[config.mk]
export PLATFORM = sky130hd
export DESIGN_NAME = parity_engine
export DESIGN_NICKNAME = d
export VERILOG_FILES = /design/src/rtl/parity_engine.sv
export SDC_FILE = /design/constraint.sdc
export NUM_CORES = 1
export LEC_CHECK = 0
export CAP_MARGIN = 20
export CORE_UTILIZATION = 51
export CTS_CLUSTER_SIZE = 20
export DETAILED_ROUTE_END_ITERATION = 7
export PLACE_DENSITY = 0.87
export REMOVE_ABC_BUFFERS = 1
export SETUP_SLACK_MARGIN = 0.1
export SYNTH_ARGS = -nofsm -noshare
export SYNTH_HDL_FRONTEND = slang
export SYNTH_SLANG_ARGS = --single-unit
[constraint.sdc]
create_clock -name CLK -period 2 [get_ports CLK]
set_input_delay 0.2 -clock CLK [delete_from_list [all_inputs] [get_ports CLK]]
set_output_delay 0.2 -clock CLK [all_outputs]
set_load 0.1 [all_outputs]
[src/rtl/parity_engine.sv]
// Parity generator plus serial parity checker (IDLE/DATA/PAR FSM).
// Define PAR_ERR_CNT_EN to add err_clr/err_cnt saturating error counter.
module parity_engine #(
    parameter int DATA_WIDTH = 8,
    parameter int CNT_WIDTH  = 8
) (
    input  logic                  CLK,
    input  logic                  RST,
    input  logic                  Data_Valid,
    input  logic                  busy,
    input  logic [DATA_WIDTH-1:0] P_DATA,
    input  logic                  PAR_EN,
    input  logic [1:0]            PAR_MODE,
    output logic                  par_bit,
    input  logic                  chk_start,
    input  logic                  chk_bit_valid,
    input  logic                  chk_bit,
    output logic                  chk_busy,
    output logic                  chk_done,
`ifdef PAR_ERR_CNT_EN
    output logic                  par_err,
    input  logic                  err_clr,
    output logic [CNT_WIDTH-1:0]  err_cnt
`else
    output logic                  par_err
`endif
);

    localparam int BW = (DATA_WIDTH > 1) ? $clog2(DATA_WIDTH) : 1;
    localparam logic [BW-1:0] LAST = BW'(DATA_WIDTH - 1);

    typedef enum logic [1:0] {
        IDLE = 2'd0,
        DATA = 2'd1,
        PAR  = 2'd2
    } state_t;

    state_t state, state_n;

    logic [DATA_WIDTH-1:0] gen_data;
    logic                  gen_en;
    logic [1:0]            gen_mode;

    logic          acc, acc_n;
    logic [BW-1:0] cnt, cnt_n;
    logic          chk_en, chk_en_n;
    logic [1:0]    chk_mode, chk_mode_n;
    logic          done_n, err_n;
    logic          exp_bit;

    function automatic logic par_of(input logic x, input logic [1:0] m);
        unique case (m)
            2'b00:   par_of = x;
            2'b01:   par_of = ~x;
            2'b10:   par_of = 1'b1;
            default: par_of = 1'b0;
        endcase
    endfunction

    always_ff @(posedge CLK) begin
        if (RST) begin
            gen_data <= '0;
            gen_en   <= 1'b0;
            gen_mode <= 2'b00;
        end else if (Data_Valid && !busy) begin
            gen_data <= P_DATA;
            gen_en   <= PAR_EN;
            gen_mode <= PAR_MODE;
        end
    end

    always_comb begin
        par_bit = 1'b0;
        if (gen_en)
            par_bit = par_of(^gen_data, gen_mode);
    end

    assign exp_bit  = par_of(acc, chk_mode);
    assign chk_busy = (state != IDLE);

    always_ff @(posedge CLK) begin
        if (RST) begin
            state    <= IDLE;
            acc      <= 1'b0;
            cnt      <= '0;
            chk_en   <= 1'b0;
            chk_mode <= 2'b00;
            chk_done <= 1'b0;
            par_err  <= 1'b0;
        end else begin
            state    <= state_n;
            acc      <= acc_n;
            cnt      <= cnt_n;
            chk_en   <= chk_en_n;
            chk_mode <= chk_mode_n;
            chk_done <= done_n;
            par_err  <= err_n;
        end
    end

    // chk_start restarts from any state, which also aborts a character
    always_comb begin
        state_n    = state;
        acc_n      = acc;
        cnt_n      = cnt;
        chk_en_n   = chk_en;
        chk_mode_n = chk_mode;
        done_n     = 1'b0;
        err_n      = 1'b0;
        if (chk_start) begin
            state_n    = DATA;
            acc_n      = 1'b0;
            cnt_n      = '0;
            chk_en_n   = PAR_EN;
            chk_mode_n = PAR_MODE;
        end else begin
            unique case (state)
                DATA: begin
                    if (chk_bit_valid) begin
                        acc_n = acc ^ chk_bit;
                        if (cnt == LAST) begin
                            cnt_n = '0;
                            if (chk_en) begin
                                state_n = PAR;
                            end else begin
                                state_n = IDLE;
                                done_n  = 1'b1;
                            end
                        end else begin
                            cnt_n = cnt + 1'b1;
                        end
                    end
                end
                PAR: begin
                    if (chk_bit_valid) begin
                        state_n = IDLE;
                        done_n  = 1'b1;
                        err_n   = (chk_bit != exp_bit);
                    end
                end
                default: ;
            endcase
        end
    end

`ifdef PAR_ERR_CNT_EN
    always_ff @(posedge CLK) begin
        if (RST || err_clr)
            err_cnt <= '0;
        else if (par_err && (err_cnt != {CNT_WIDTH{1'b1}}))
            err_cnt <= err_cnt + 1'b1;
    end
`endif

endmodule

==> results of run 1 <==
-- worst min-delay path, stage by stage --
cell	delay, ns
clkdlybuf4s50_1	0.40
nand2_1	0.05
a21oi_1	0.05
-- cell usage in the layout (no fill, tap or decap) --
cell,n
nand4_1,1
buf_12,1
dfxtp_2,4
or3_1,1
ha_1,5
and3_4,1
xnor2_2,1
mux2i_1,3
xnor2_1,7
nor2b_1,1
o21ai_0,2
buf_4,6
nand2_1,28
clkdlybuf4s50_1,17
clkbuf_8,1
xor2_1,2
clkbuf_4,3
inv_1,4
nand2b_1,1
nand3_1,4
o2111a_1,1
or2_2,1
nor2_1,10
a21oi_1,16
dfxtp_1,18
nor3_1,1
-- power groups by stage --
stage / clock network [µW] / logic (µW) / registers (µW)
3_5_place_dp: 0 / 148 / 475
3_3_place_gp: 0 / 142 / 474
4_1_cts: 238 / 152 / 467
2_1_floorplan: 0 / 82.6 / 472
5_1_grt: 261 / 166 / 469
6_report: 234 / 153 / 466
-- flip-flops by register name (all words and copies together) (netlist names) --
signal / flops
gen_data: 8
cnt: 3
chk_mode: 2
gen_mode: 2
state: 2
acc: 1
chk_done: 1
chk_en: 1
gen_en: 1
par_err: 1
-- synth_stat cells, types with 2 or more instances --
| cell | n |
|---|---|
| nand2_1 | 28 |
| dfxtp_1 | 22 |
| a21oi_1 | 16 |
| nor2_1 | 10 |
| xnor2_1 | 8 |
| clkbuf_1 | 6 |
| ha_1 | 5 |
| inv_1 | 4 |
| nand3_1 | 4 |
| mux2i_1 | 3 |
| o21ai_0 | 2 |
| xor2_1 | 2 |
-- per-layer routing --
metal / track usage (%) / part of all wire (%) / vias to the layer above / routed length, µm
li1: - / - / 425 / -
met1: 23.5 / 46 / 350 / 854
met2: 34.3 / 51 / 16 / 938
met3: 2.38 / 3.2 / 0 / 60
met4: 7.88 / 0 / 0 / 0
met5: 0 / 0 / - / 0
-- path summary, 6_finish.rpt --
path,from,end,slack (ns),cells past startpoint
setup reg to reg,state[1],state[0],0.62,6
hold / removal,P_DATA[4],gen_data[4],0.43,3
setup / recovery,gen_data[4],par_bit,0.02,6
hold reg to reg,gen_data[4],gen_data[4],0.47,2
-- through the flow --
stage / power [µW] / setup slack (ns) / setup TNS, ns / instance area [µm²]
after floorplan: 555 / 0.144 / 0 / 942
after global placement: 616 / 0.390 / 0 / 1200
after detailed placement: 623 / 0.315 / 0 / 1200
after CTS: 857 / 0.0356 / 0 / 1260
after global routing: 896 / -0.0915 / -0.0915 / 1260
final: 854 / 0.0225 / 0 / 1260
-- final cells by class --
type	count	area share [%]
Sequential cell	22	35.3
Inverter	4	1.19
Clock buffer	4	2.87
Timing Repair Buffer	24	18.6
Tap cell	25	2.48
Multi-Input combinational cell	86	39.5
-- logic make-up (layout without fill, tap and decap cells) --
kind of cell,count (synthesis),count (layout)
simple gates,49,49
flops,22,22
mux,3,3
fa+ha+maj,5,5
compound gates,19,19
buf+inv,10,32
xor+xnor,10,10
-- repair_timing --
item | 4_1_cts | 5_1_grt
buffers inserted | 1 | 0
endpoints found under the hold margin | 0 | 0
pin swaps | 4 | 0
endpoints found under the setup margin | 1 | 1
gates cloned | 0 | 0
gates resized for setup | 6 | 0
==> flow_summary.toml, run 1 <==
[power_and_ir_drop]
p_sw_uw = 211
pwr-share-clk_pct = 27.4
power_frac_seq_pct = 54.6
combPwrFrac_pct = 17.9
internal_power_uw = 643
p_leak_uw = 0.000504
ir_worst_vdd_mv = 0.437
p_per_area_nw_per_um2 = 677
p_sw_share_pct = 24.7

[final_layout]
antenna_cells = 0
utilization_pct = 72.3
fillers = 136
drive_gt1_share_pct = 12.9
fin_cells = 165
area_growth_pct = 30.9
ff_latch_area_um2 = 445
multi_input_area_um2 = 499
final_nets = 164

[sta]
relSlewSlack_pct = 73.0
hold_viol_final = 0
min_period_ns = 1.98
rsz0062_at_grt = "true"
setup_viol = 0
max_freq_mhz = 506
fin_hold_ws_ns = 0.427
fin_crit_sh_pct = 98.9
clock_skew_ns = 0.000494
tightest_slew_ns = 0.405
drv_slew = 0

[detailed_routing]
drc = 0
drt-initial-drc-count = 13
ant_nets = 0
dr.pass1.iters = 4
via_per_inst = 4.79
drt_wl_total_um = 1850
wire_per_inst_um = 11.2
vias = 791

[synthesis]
syn_inst = 118
yosys.area_share.simple_pct = 21.3
synth_xor_xnor_area_share_pct = 9.08
synth-edff-count = 0
synthFlopType = "dfxtp_1"
synth_fa_ha_area_share_pct = 6.49
synth_top_family_by_area = "simple AND/OR/NAND/NOR gates"
yosysTopAreaCell = "dfxtp_1"
muxShareOfSynthArea_pct = 3.11
synth-seq-cells = 22
synth_compound_area_share_pct = 10.5
syn_area_um2 = 965
ys_seq_area_share_pct = 45.7
yosys_warnings = 0
synthArstFlopShare_pct = 0
synth_area_per_cell_um2 = 8.18
synthTopCellsByArea = "dfxtp_1 46%, nand2_1 11%, a21oi_1 8.3%"
synth_top_area_share_pct = 45.7
synthDistinctLibCells = 20

[setup_path]
cp_num_buf_inv = 1
crit_chain = "xor2_1 > xnor2_1 > xnor2_1 > or3_1 > and3_4 > buf_12"
worst_ep_arrival_time_ns = 1.78
crit_top_cell = "xnor2_1"
cp-end-kind = "primary output"
startpoint_type = "register"
crit_fanout = 2
critPathKind = "reg -> out"
cp_top_family = "simple AND/OR/NAND/NOR gates"
cp.required_ns = 1.80
cpMaxStageDelayCell = "dfxtp_2"
cpPeakStageDelay_ns = 0.35

[job]
max_cap_violations = 0

[floorplanning]
die_h_um = 45.5
io_pins = 22
die_w_um = 45.5
design.die.area_um2 = 2070
initial_core_util_pct = 55.3
rows = 15
core_area_um2 = 1750

[grt]
grt_antenna_before_repair = 0
grt_overflow_total = 0
grt_pass1_vias = 739
grt_max_degree = 16
grt_pass1_wl_um = 2950
grtUsageTotal_pct = 19.4

[place]
placed_cells = 160
hpwl_um = 1430
gp_congestion = 0.755
port-buffer-count = 21

[outcome]
outcome = "finished, final reports clean"

[clock_network]
cts_buffer_depth = 2
tritoncts = "built"
numCtsBuffers = 3
hold_buffers = 0
cts_root_buf = "clkbuf_4"
htree_levels = 1
insertion_delay_ns = 0.29
numClockSinks = 22
clkSlewWorstSetupHoldPaths_ns = 0.12

[worst_hold_path]
hold_path.class = "in -> reg"
Note: power is estimated with default switching activity, not from simulation.
==> run 2: changes to the inputs <==
--- a/config.mk
+++ b/config.mk
@@ -7,6 +7,7 @@
 export LEC_CHECK = 0
 export CAP_MARGIN = 20
 export CORE_UTILIZATION = 51
+export CTS_CLUSTER_DIAMETER = 80
 export CTS_CLUSTER_SIZE = 20
 export DETAILED_ROUTE_END_ITERATION = 7
 export PLACE_DENSITY = 0.87
==> results of run 2 <==
Same layout as run 1: the final DEF is identical, and so are final timing and power.
==> run 3: changes to the inputs <==
--- a/config.mk
+++ b/config.mk
@@ -6,11 +6,13 @@
 export NUM_CORES = 1
 export LEC_CHECK = 0
 export CAP_MARGIN = 20
-export CORE_UTILIZATION = 51
+export CELL_PAD_IN_SITES_DETAIL_PLACEMENT = 0
+export CELL_PAD_IN_SITES_GLOBAL_PLACEMENT = 1
+export CORE_UTILIZATION = 38
 export CTS_CLUSTER_DIAMETER = 80
 export CTS_CLUSTER_SIZE = 20
 export DETAILED_ROUTE_END_ITERATION = 7
-export PLACE_DENSITY = 0.87
+export PLACE_DENSITY = 0.88
 export REMOVE_ABC_BUFFERS = 1
 export SETUP_SLACK_MARGIN = 0.1
 export SYNTH_ARGS = -nofsm -noshare
==> run 3 against run 2 <==
Combinational power grew 4%. Sequential share of layout area is 0.66 points lower. Via count increased by 4.6%. Wire length grew 3.4%. Setup slack gained 0.022 ns. Largest power group unchanged.
==> flow_summary.toml, run 3 (synthesis gave the netlist of run 1 again) <==
[detailed_routing]
wire_per_inst_um = 11.4
drt-initial-drc-count = 19
vias = 827
ant_nets = 0
via_per_inst = 4.92
drt_wl_total_um = 1920
dr.pass1.iters = 6
drc = 0

[sta]
max_freq_mhz = 511
relSlewSlack_pct = 71.1
clock_skew_ns = 0.000947
rsz0062_at_grt = "true"
drv_slew = 0
min_period_ns = 1.96
setup_viol = 0
tightest_slew_ns = 0.433
hold_viol_final = 0
fin_crit_sh_pct = 97.8

[final_layout]
regMostFlops = "gen_data"
antenna_cells = 0
final_common_cell = "nand2_1"
drive_gt1_share_pct = 16.4
final_nets = 164
reg_top3 = "gen_data x8, cnt x3"
multi_input_area_um2 = 514
area_growth_pct = 34.5
ff_latch_area_um2 = 449
fillers = 199
mostFrequentLayoutCells = "28 x nand2_1, 17 x clkdlybuf4s50_1, 16 x a21oi_1, 15 x dfxtp_1, 10 x nor2_1"
fin_cells = 168
largest_reg_flops = 8

[floorplanning]
core_area_um2 = 2300
die_h_um = 52.4
initial_core_util_pct = 42.0
rows = 17
die_w_um = 52.4
design.die.area_um2 = 2740
io_pins = 22

[place]
gp_congestion = 0.761
port-buffer-count = 21
hpwl_um = 1360
placed_cells = 163

[setup_path]
cp.required_ns = 1.80
critPathKind = "reg -> out"
worst_ep_arrival_time_ns = 1.76
cpPeakStageDelay_ns = 0.36
crit_fanout = 2
cp-end-kind = "primary output"
cpMaxStageDelayCell = "dfxtp_2"
crit_top_cell = "xnor2_1"
crit_chain = "xnor2_2 > xnor2_1 > xnor2_1 > or3_1 > and3_4 > buf_12"
startpoint_type = "register"

[grt]
grt_overflow_total = 0
met1_usage_pct = 22.0
grt_use_met3_pct = 1.74
grt_pass1_wl_um = 3170
use_met2_pct = 23.8
busiest_layer = "met2"
grt_pass1_vias = 756
grt_max_degree = 15
grtUsageTotal_pct = 15.6
grt_antenna_before_repair = 0

[clock_network]
clkSlewWorstSetupHoldPaths_ns = 0.13
cts_buffer_depth = 2
numCtsBuffers = 3
hold_buffers = 0
htree_levels = 1
insertion_delay_ns = 0.30
numClockSinks = 22
cts_root_buf = "clkbuf_4"
tritoncts = "built"

[worst_hold_path]
hold_path.class = "in -> reg"

[power_and_ir_drop]
p_per_area_nw_per_um2 = 675
power_uw = 876
p_leak_uw = 0.000514
ir_worst_vdd_mv = 0.370

[job]
max_cap_violations = 0

[outcome]
outcome = "finished, final reports clean"
[run 3: changes by cell type in the layout (fill, tap and decap cells not counted)]
cell / delta
buf_12: +1
xnor2_2: +2
buf_4: -1
dfxtp_1: -3
dfxtp_2: +3
xnor2_1: -2
[run 3: layout make-up]
| type | count | share of cell area, % |
|---|---|---|
| well taps | 28 | 2.70 |
| clock buffers | 4 | 2.80 |
| repair buffers | 24 | 19.1 |
| inverters | 4 | 1.16 |
| multi-input cells | 86 | 39.6 |
| flip-flops and latches | 22 | 34.6 |
[run 3: what timing repair did]
| item | 4_1_cts | 5_1_grt |
|---|---|---|
| gates resized for setup | 11 | 0 |
| pin swaps | 7 | 2 |
| setup buffers | 1 | 0 |
| endpoints found under the setup margin | 1 | 1 |
[run 3: path summary, 6_finish.rpt]
check	startpoint	cells after the start	slack, ns	to
worst min-delay path	P_DATA[5]	3	0.43	gen_data[5]
worst max register to register	state[1]	6	0.57	state[0]
worst min register to register	gen_data[4]	2	0.47	gen_data[4]
worst max-delay path	gen_data[2]	6	0.04	par_bit
[run 3: where the power goes]
part,total (µW),switching [µW],internal [µW]
Clock,249,138,111
Sequential,468,12.4,456
Combinational,159,76.2,83.0
[run 3: worst max-delay path: cells and delay by family (launching register included)]
| kind | cells | cell delay, ns |
|---|---|---|
| buffers and inverters | 1 | 0.16 |
| XOR/XNOR | 3 | 0.42 |
| AND/OR/NAND/NOR | 2 | 0.52 |
| flip-flops | 1 | 0.36 |
[run 3: routing by layer]
| metal | wire (µm) | share of wire [%] |
|---|---|---|
| met1 | 986 | 51 |
| met2 | 836 | 44 |
| met3 | 61 | 3.2 |
| met4 | 31 | 1.6 |
| met5 | 0 | 0 |
[run 3: per-stage QoR]
stage / worst slack, ns / hold WS, ns / utilization [%] / setup TNS [ns] / instance area (µm²)
finish: 0.0448 / 0.427 / 56.5 / 0 / 1300
global route: -0.0671 / 0.433 / 56.5 / -0.0671 / 1300
CTS: 0.0682 / 0.420 / 56.5 / 0 / 1300
detailed placement: 0.362 / 0.454 / 53.0 / 0 / 1220
global placement: 0.387 / 0.446 / 53.0 / 0 / 1220
floorplan: 0.144 / 0.269 / - / 0 / 942
